$ cat src/rtl/tlb_mmu_assoc.sv
// tlb_mmu_assoc -- fully-associative, ASID-tagged MIPS32-style TLB.
//
// Each entry maps an even/odd pair of 4 KB pages selected by vaddr[12].
// The TLB sits between the MMU address path and the wishbone address
// decoder. CP0 manages it through indexed write, random write, read and
// probe ops. Lookups are registered and complete in one cycle.
//
// Optional feature macro: TLB_PERF_CNT_EN adds saturating 32-bit counters
// perf_lookups (mapped lookups) and perf_refills (refill results).
//
// Ports
//   clk, rst            clock, synchronous active-high reset
//   lk_valid/lk_vaddr   lookup request, virtual address
//   lk_write/lk_asid    store flag, current ASID
//   rsp_valid           result valid one cycle after lk_valid
//   rsp_paddr           physical address (0 on any exception)
//   rsp_refill          no matching entry
//   rsp_invalid         matching entry, selected page V=0
//   rsp_mod             store to a valid page with D=0
//   rsp_is_store        registered lk_write
//   perf_lookups/refills  (TLB_PERF_CNT_EN only) event counters
//   cmd_valid/cmd_op    management strobe, op (00 WI, 01 WR, 10 R, 11 P)
//   cmd_index           entry index for WI/R
//   cmd_hi/lo0/lo1      EntryHi / EntryLo0 / EntryLo1 images
//   wired               CP0 Wired lower bound for the random counter
//   cmd_done            pulses one cycle after cmd_valid
//   rd_hi/rd_lo0/rd_lo1 read result
//   probe_idx           probe result {miss, zeros, index}
//   random_idx          current Random value

module tlb_mmu_assoc #(
   parameter int ENTRIES = 16,
   parameter int IDX_W   = 4,
   parameter int ASID_W  = 8,
   parameter int PFN_W   = 20
) (
   input  logic              clk,
   input  logic              rst,
   input  logic              lk_valid,
   input  logic [31:0]       lk_vaddr,
   input  logic              lk_write,
   input  logic [ASID_W-1:0] lk_asid,
   output logic              rsp_valid,
   output logic [31:0]       rsp_paddr,
   output logic              rsp_refill,
   output logic              rsp_invalid,
   output logic              rsp_mod,
   output logic              rsp_is_store,
`ifdef TLB_PERF_CNT_EN
   output logic [31:0]       perf_lookups,
   output logic [31:0]       perf_refills,
`endif
   input  logic              cmd_valid,
   input  logic [1:0]        cmd_op,
   input  logic [IDX_W-1:0]  cmd_index,
   input  logic [31:0]       cmd_hi,
   input  logic [31:0]       cmd_lo0,
   input  logic [31:0]       cmd_lo1,
   input  logic [IDX_W-1:0]  wired,
   output logic              cmd_done,
   output logic [31:0]       rd_hi,
   output logic [31:0]       rd_lo0,
   output logic [31:0]       rd_lo1,
   output logic [31:0]       probe_idx,
   output logic [IDX_W-1:0]  random_idx
);

   localparam logic [1:0]       OP_WI    = 2'b00;
   localparam logic [1:0]       OP_WR    = 2'b01;
   localparam logic [1:0]       OP_R     = 2'b10;
   localparam logic [1:0]       OP_P     = 2'b11;
   localparam logic [IDX_W-1:0] LAST_IDX = IDX_W'(ENTRIES - 1);
   localparam logic [IDX_W-1:0] ONE_IDX  = IDX_W'(1);

   // Entry storage
   logic [18:0]       vpn2_r [ENTRIES];
   logic [ASID_W-1:0] asid_r [ENTRIES];
   logic [PFN_W-1:0]  pfn0_r [ENTRIES];
   logic [PFN_W-1:0]  pfn1_r [ENTRIES];
   logic [ENTRIES-1:0] g_r;
   logic [ENTRIES-1:0] v0_r;
   logic [ENTRIES-1:0] d0_r;
   logic [ENTRIES-1:0] v1_r;
   logic [ENTRIES-1:0] d1_r;

   logic [IDX_W-1:0]  wired_q_r;

   logic              lk_hit_s;
   logic [IDX_W-1:0]  lk_idx_s;
   logic              mapped_s;
   logic [31:0]       nxt_paddr_s;
   logic              nxt_refill_s;
   logic              nxt_invalid_s;
   logic              nxt_mod_s;
   logic              sel_v_s;
   logic              sel_d_s;
   logic [PFN_W-1:0]  sel_pfn_s;

   logic              pr_hit_s;
   logic [IDX_W-1:0]  pr_idx_s;

   logic              wr_en_s;
   logic [IDX_W-1:0]  wr_idx_s;

   // An entry matches on VPN2 and either the global bit or an equal ASID.
   function automatic logic entry_match(input logic [18:0]       e_vpn2,
                                        input logic [ASID_W-1:0] e_asid,
                                        input logic              e_g,
                                        input logic [18:0]       vpn2,
                                        input logic [ASID_W-1:0] asid);
      return (e_vpn2 == vpn2) && (e_g || (e_asid == asid));
   endfunction

   function automatic logic [31:0] make_paddr(input logic [PFN_W-1:0] pfn,
                                              input logic [11:0]      offs);
      return (32'(pfn) << 12) | {20'h00000, offs};
   endfunction

   // EntryLo image; the cache attribute field is not stored and reads as 0.
   function automatic logic [31:0] pack_lo(input logic [PFN_W-1:0] pfn,
                                           input logic             d,
                                           input logic             v,
                                           input logic             g);
      logic [31:0] lo;
      lo = 32'h00000000;
      lo[6 +: PFN_W] = pfn;
      lo[2] = d;
      lo[1] = v;
      lo[0] = g;
      return lo;
   endfunction

   function automatic logic [31:0] pack_hi(input logic [18:0]       vpn2,
                                           input logic [ASID_W-1:0] asid);
      logic [31:0] hi;
      hi = {vpn2, 13'h0000};
      hi[ASID_W-1:0] = asid;
      return hi;
   endfunction

   // Lookup search; descending scan so the lowest matching index wins.
   always_comb begin
      lk_hit_s = 1'b0;
      lk_idx_s = {IDX_W{1'b0}};
      for (int i = ENTRIES - 1; i >= 0; i--) begin
         if (entry_match(vpn2_r[i], asid_r[i], g_r[i], lk_vaddr[31:13], lk_asid)) begin
            lk_hit_s = 1'b1;
            lk_idx_s = IDX_W'(i);
         end else begin
            lk_hit_s = lk_hit_s;
         end
      end
   end

   // Translation and exception classification for the current request.
   always_comb begin
      mapped_s      = (lk_vaddr[31:30] != 2'b10);
      nxt_paddr_s   = 32'h00000000;
      nxt_refill_s  = 1'b0;
      nxt_invalid_s = 1'b0;
      nxt_mod_s     = 1'b0;
      sel_v_s       = lk_vaddr[12] ? v1_r[lk_idx_s] : v0_r[lk_idx_s];
      sel_d_s       = lk_vaddr[12] ? d1_r[lk_idx_s] : d0_r[lk_idx_s];
      sel_pfn_s     = lk_vaddr[12] ? pfn1_r[lk_idx_s] : pfn0_r[lk_idx_s];
      if (!mapped_s) begin
         // kseg0/kseg1 bypass the TLB.
         nxt_paddr_s = {3'b000, lk_vaddr[28:0]};
      end else if (!lk_hit_s) begin
         nxt_refill_s = 1'b1;
      end else if (!sel_v_s) begin
         nxt_invalid_s = 1'b1;
      end else if (lk_write && !sel_d_s) begin
         nxt_mod_s = 1'b1;
      end else begin
         nxt_paddr_s = make_paddr(sel_pfn_s, lk_vaddr[11:0]);
      end
   end

   // Probe search against the EntryHi image; lowest index wins.
   always_comb begin
      pr_hit_s = 1'b0;
      pr_idx_s = {IDX_W{1'b0}};
      for (int i = ENTRIES - 1; i >= 0; i--) begin
         if (entry_match(vpn2_r[i], asid_r[i], g_r[i], cmd_hi[31:13], cmd_hi[ASID_W-1:0])) begin
            pr_hit_s = 1'b1;
            pr_idx_s = IDX_W'(i);
         end else begin
            pr_hit_s = pr_hit_s;
         end
      end
   end

   // Write target: WR uses the Random value present at the command edge.
   always_comb begin
      wr_en_s  = cmd_valid && ((cmd_op == OP_WI) || (cmd_op == OP_WR));
      wr_idx_s = (cmd_op == OP_WR) ? random_idx : cmd_index;
   end

   // Entry array update; reset clears every entry.
   always_ff @(posedge clk) begin
      if (rst) begin
         for (int i = 0; i < ENTRIES; i++) begin
            vpn2_r[i] <= 19'h00000;
            asid_r[i] <= {ASID_W{1'b0}};
            pfn0_r[i] <= {PFN_W{1'b0}};
            pfn1_r[i] <= {PFN_W{1'b0}};
         end
         g_r  <= {ENTRIES{1'b0}};
         v0_r <= {ENTRIES{1'b0}};
         d0_r <= {ENTRIES{1'b0}};
         v1_r <= {ENTRIES{1'b0}};
         d1_r <= {ENTRIES{1'b0}};
      end else if (wr_en_s) begin
         vpn2_r[wr_idx_s] <= cmd_hi[31:13];
         asid_r[wr_idx_s] <= cmd_hi[ASID_W-1:0];
         pfn0_r[wr_idx_s] <= cmd_lo0[6 +: PFN_W];
         pfn1_r[wr_idx_s] <= cmd_lo1[6 +: PFN_W];
         g_r[wr_idx_s]    <= cmd_lo0[0] & cmd_lo1[0];
         d0_r[wr_idx_s]   <= cmd_lo0[2];
         v0_r[wr_idx_s]   <= cmd_lo0[1];
         d1_r[wr_idx_s]   <= cmd_lo1[2];
         v1_r[wr_idx_s]   <= cmd_lo1[1];
      end
   end

   // Registered lookup response; all fields read zero without a request.
   always_ff @(posedge clk) begin
      if (rst) begin
         rsp_valid    <= 1'b0;
         rsp_paddr    <= 32'h00000000;
         rsp_refill   <= 1'b0;
         rsp_invalid  <= 1'b0;
         rsp_mod      <= 1'b0;
         rsp_is_store <= 1'b0;
      end else if (lk_valid) begin
         rsp_valid    <= 1'b1;
         rsp_paddr    <= nxt_paddr_s;
         rsp_refill   <= nxt_refill_s;
         rsp_invalid  <= nxt_invalid_s;
         rsp_mod      <= nxt_mod_s;
         rsp_is_store <= lk_write;
      end else begin
         rsp_valid    <= 1'b0;
         rsp_paddr    <= 32'h00000000;
         rsp_refill   <= 1'b0;
         rsp_invalid  <= 1'b0;
         rsp_mod      <= 1'b0;
         rsp_is_store <= 1'b0;
      end
   end

   // Management results: done strobe, read-back and probe registers.
   always_ff @(posedge clk) begin
      if (rst) begin
         cmd_done  <= 1'b0;
         rd_hi     <= 32'h00000000;
         rd_lo0    <= 32'h00000000;
         rd_lo1    <= 32'h00000000;
         probe_idx <= 32'h00000000;
      end else begin
         cmd_done <= cmd_valid;
         if (cmd_valid) begin
            case (cmd_op)
               OP_R: begin
                  rd_hi  <= pack_hi(vpn2_r[cmd_index], asid_r[cmd_index]);
                  rd_lo0 <= pack_lo(pfn0_r[cmd_index], d0_r[cmd_index],
                                    v0_r[cmd_index], g_r[cmd_index]);
                  rd_lo1 <= pack_lo(pfn1_r[cmd_index], d1_r[cmd_index],
                                    v1_r[cmd_index], g_r[cmd_index]);
               end
               OP_P: begin
                  probe_idx <= pr_hit_s ? {{(32 - IDX_W){1'b0}}, pr_idx_s}
                                        : 32'h80000000;
               end
               OP_WI, OP_WR: begin
                  rd_hi <= rd_hi;
               end
               default: begin
                  rd_hi <= rd_hi;
               end
            endcase
         end
      end
   end

   // Random counter: counts down to Wired, then wraps to the top entry.
   // A change of Wired restarts the count from the top.
   always_ff @(posedge clk) begin
      wired_q_r <= wired;
      if (rst) begin
         random_idx <= LAST_IDX;
      end else if ((wired != wired_q_r) || (random_idx <= wired)) begin
         random_idx <= LAST_IDX;
      end else begin
         random_idx <= random_idx - ONE_IDX;
      end
   end

`ifdef TLB_PERF_CNT_EN
   // Saturating event counters for mapped lookups and refills.
   always_ff @(posedge clk) begin
      if (rst) begin
         perf_lookups <= 32'h00000000;
         perf_refills <= 32'h00000000;
      end else begin
         if (lk_valid && mapped_s && (perf_lookups != 32'hFFFFFFFF)) begin
            perf_lookups <= perf_lookups + 32'h00000001;
         end
         if (lk_valid && nxt_refill_s && (perf_refills != 32'hFFFFFFFF)) begin
            perf_refills <= perf_refills + 32'h00000001;
         end
      end
   end
`else
   // Performance counters are not built in this configuration.
`endif

endmodule
$ cat config.mk
export PLATFORM = sky130hd
export DESIGN_NAME = tlb_mmu_assoc
export DESIGN_NICKNAME = d
export VERILOG_FILES = /design/src/rtl/tlb_mmu_assoc.sv
export SDC_FILE = /design/constraint.sdc
export NUM_CORES = 2
export LEC_CHECK = 0
export BUFFER_PORTS_ARGS = -buffer_cell sky130_fd_sc_hd__clkbuf_2
export CAP_MARGIN = 10
export CORE_MARGIN = 2
export CORE_UTILIZATION = 40
export DETAILED_ROUTE_END_ITERATION = 8
export PLACE_DENSITY = 0.6
export SETUP_SLACK_MARGIN = 0.1
export SYNTH_ARGS = -nofsm -noshare
export SYNTH_HDL_FRONTEND = slang
export SYNTH_SLANG_ARGS = --single-unit
$ cat constraint.sdc
create_clock -name clk -period 5.2 [get_ports clk]
set_input_delay 0.26 -clock clk [delete_from_list [all_inputs] [get_ports clk]]
set_output_delay 0.26 -clock clk [all_outputs]
set_load 0.02 [all_outputs]
==> summary.txt <==
Timing
  – Peak Freq: 0.201 GHz
  – Fin. Hold Viols: 0
  – Final Skew: approximately 0.04 ns
  – Setup-failing EPs final: 0
  – Final Critical Period: between 4 and 5 ns
  – Max-slew violations: 0
  – RSZ-0062 raised after global routing: false
  – Max-slew headroom: 0.119
  – Period Utilization, post-route: 0.956
  – Tightest Pin Transition: about 1.3 ns

Clock tree
  – CTS Buffer Depth: 3
  – Clk_lat worst skew: slightly above 0.8 ns
  – CTS tree: done
  – Worst-path clk slew: about 0.060 ns
  – CTS buffer count: 145
  – Post-CTS Setup Bufs: 0
  – CTS HTree Levels: 4
  – Root Driver: clkbuf_16
  – Num Clock Sinks: 1275

Synthesis
  – Ranking of synthesized cells by area: edfxtp_1 (44%), mux4_2 (13%), xor2_1 (9.3%)
  – Async SR Flop Fraction: 0
  – Top FF cell, synth: edfxtp_1
  – Syn Area/Cell: roughly 13 sq um
  – Sequential share of the synthesized area: 0.498
  – Synth Warn #: 0
  – Post-synthesis cell area: slightly above 70000 sq um
  – Synth unique cells: 73
  – Top cell type's share of synthesized area: 0.443
  – Post-Syn Instances: approximately 5800
  – Top post-synthesis cells by count: edfxtp_1 (1072), xor2_1 (769), and2_1 (748), mux4_2 (423), clkbuf_1 (403)
  – Yosys reg bits: approximately 1300
  – Most common cell in the netlist: edfxtp_1
  – Post-synth EDFFs: around 1100
  – Synth area leader: edfxtp_1

Worst setup path
  – CP bufs+invs: 2
  – R2r setup slk: roughly 0.23 ns
  – Top delay family on crit path: compound AO/OA/AOI/OAI gates
  – R2r worst-path depth: 14
  – Data arrival, critical path: between 5 and 6 ns
  – Kind of end point of the critical path: register
  – Largest stage delay, worst path: 0.72 ns
  – CP max stage cell: nor3_1
  – Most frequent CP cell: nor3_1
  – Worst flop-to-flop path startpoint: asid_r[1][7]$_SDFFCE_PN0P_
  – CP max FO: 47
  – Worst endpoint required time: 5.94 ns
  – Cell Chain, Critical Path: xor2_1 > nor4_1 > a21oi_1 > nor3_1 > or2_2 > nor3_1 > nand2_1 > a21oi_4 > buf_12 > nor3_1 > a311oi_1 > a31oi_1 > buf_4 > o21ai_1
  – Crit Path Category: register to register
  – Reg-to-reg endpoint: rsp_paddr[13]$_SDFF_PP0_
  – CP startpoint kind: register

Status
  – Outcome: completed

Routing
  – Vias per inst: approximately 6.1
  – Antenna Nets Post-Route: 0
  – DR DRC count: 0
  – Routed wire length: 283 mm
  – First-pass DRT Iterations: 6
  – Vias: about 52000
  – Initial DRC count: ~7000
  – WL per Instance: roughly 33 um

Pwr
  – Switching fraction of total power: 0.261
  – Clock network power share: 0.418
  – Leakage: ~32 nW
  – Internal power: between 0.015 and 0.02 W
  – VDD IR max: around 0.0003 V
  – Sw power: 0.00648 W
  – Combinational share of power: 0.109
  – Sequential fraction of design power: 0.473
  – Pwr Total: approximately 0.025 W
  – Pwr dens: approximately 300 nW/um^2

Global routing
  – GRT Total Usage: 0.299
  – Vias in the first global route: between 50000 and 60000
  – Pin count of the biggest net entering global routing: 132
  – Antenna violations before repair: 23
  – Global-route wire length before repair: 392 mm
  – Grt total ovfl: 0

Min path
  – Hold/Removal Path Class: primary input to register
  – Worst Hold End: vpn2_r[11][7]$_SDFFCE_PN0P_
  – Hold path depth: 2
  – Hold_sp: cmd_hi[20]

Floorplan
  – DIE AREA: around 190000 sq um
  – Die Y: around 430 um
  – I/O Pins: between 300 and 400
  – Initial Util: 0.402
  – Row count: 156
  – DIE WIDTH: 430 um
  – Core area: 181000 sq um

Placed design
  – GPL Wtd Cong: between 0.9 and 1
  – DP Wirelength: approximately 180 mm
  – Post-Place Cells: around 8100
  – I/O Buffers: ~250
  – Post-Place Cell Area: approximately 77000 sq um

Cells and area
  – Layout area overhead: 13.4%
  – Nets@finish: slightly above 6000
  – Design Area, Final: approximately 80000 sq um
  – Final Util: 0.456
  – Layout cells sized above 1: 0.207
  – Cell Count, Final, Fillers Out: roughly 8500

Run
  – Max Cap Viol: 0
-- through the flow --
step | setup TNS (ns) | setup slack [ns] | hold WS, ns
floorplan | 0 | 1.51 | 0.288
global placement | -0.227 | -0.119 | 0.407
detailed placement | -0.352 | -0.162 | 0.406
CTS | 0 | 0.155 | 0.00230
global route | 0 | 0.172 | 0.0455
finish | 0 | 0.227 | 0.0465
-- final cells by class --
| class | instances | area (sq um) |
|---|---|---|
| antenna | 10 | 25.0 |
| clock buffer | 193 | 3970 |
| clock inverter | 76 | 721 |
| fill | 16300 | 98300 |
| inverter | 30 | 153 |
| multi-input combinational | 3906 | 33700 |
| sequential | 1275 | 36300 |
| tap | 2370 | 2970 |
| timing repair buffer | 595 | 4660 |
-- cell usage in the layout (no fill, tap or decap), types with 175 or more instances in the layout --
master and instances:
a21oi_1 175, and2_1 747, edfxtp_1 1072, clkbuf_2 242
nor4_1 203, and3_1 337, dfxtp_1 203, xor2_1 769
buf_4 230, mux4_2 423, nand2_1 316
-- power groups by stage --
stage / logic (W) / clock network (W) / registers (W)
after floorplan: 0.00160 / 0 / 0.0119
after global placement: 0.00261 / 0 / 0.0119
after detailed placement: 0.00262 / 0 / 0.0119
after CTS: 0.00268 / 0.0104 / 0.0117
after global routing: 0.00281 / 0.0108 / 0.0118
final: 0.00271 / 0.0104 / 0.0117
-- how the worst max path moves through the flow --
stage / cells past startpoint / startpoint / slack, ns / to
after detailed placement: 15 / lk_asid[6] / -0.16 / rsp_paddr[17]$_SDFF_PP0_
after CTS: 16 / asid_r[13][7]$_SDFFCE_PN0P_ / 0.16 / rsp_paddr[17]$_SDFF_PP0_
final: 14 / asid_r[1][7]$_SDFFCE_PN0P_ / 0.23 / rsp_paddr[13]$_SDFF_PP0_
after global routing: 16 / vpn2_r[7][2]$_SDFFCE_PN0P_ / 0.17 / rsp_paddr[17]$_SDFF_PP0_
after floorplan: 16 / asid_r[5][6]$_SDFFCE_PN0P_ / 1.51 / rsp_paddr[28]$_SDFF_PP0_
after global placement: 15 / lk_asid[6] / -0.12 / rsp_paddr[17]$_SDFF_PP0_
-- metal layers --
layer  up-vias  track usage  routed length (um)
met4         8        0.158               16800
li1      21500            -                   -
met1     26600        0.383              107000
met2      3080        0.489              135000
met5         -            0                  61
met3       672       0.0484               24500
-- registers in the layout, summed over array words and instances, names as in the netlist, 4 cells and up --
name	cells
d1_r	16
random_idx	4
rd_lo1	23
g_r	16
wired_q_r	4
v0_r	16
v1_r	16
rd_lo0	22
pfn0_r	320
vpn2_r	304
rsp_paddr	32
pfn1_r	320
d0_r	16
rd_hi	27
asid_r	128
probe_idx	5
-- repair_timing --
item / CTS / global route
endpoints found under the setup margin: 0 / 3
resized for setup: 0 / 5
hold buffers: 72 / 0
hold endpoints to repair: 768 / 0
-- kinds of logic (layout without fill, tap and decap cells) --
kind of cell / count (synthesis) / count (layout) / share of synthesized area
xor gates and xnor gates: 870 / 870 / 0.105
AOI/OAI and AO/OA: 468 / 468 / 0.0429
other: 1 / 60 / 0.0000516
and+or+nand+nor: 1866 / 1866 / 0.147
buffers and inverters: 647 / 894 / 0.0436
adders and majority gates: 5 / 5 / 0.000860
DFF: 1275 / 1275 / 0.498
muxes: 647 / 647 / 0.163
No activity file was read; power rests on OpenSTA's default activity.
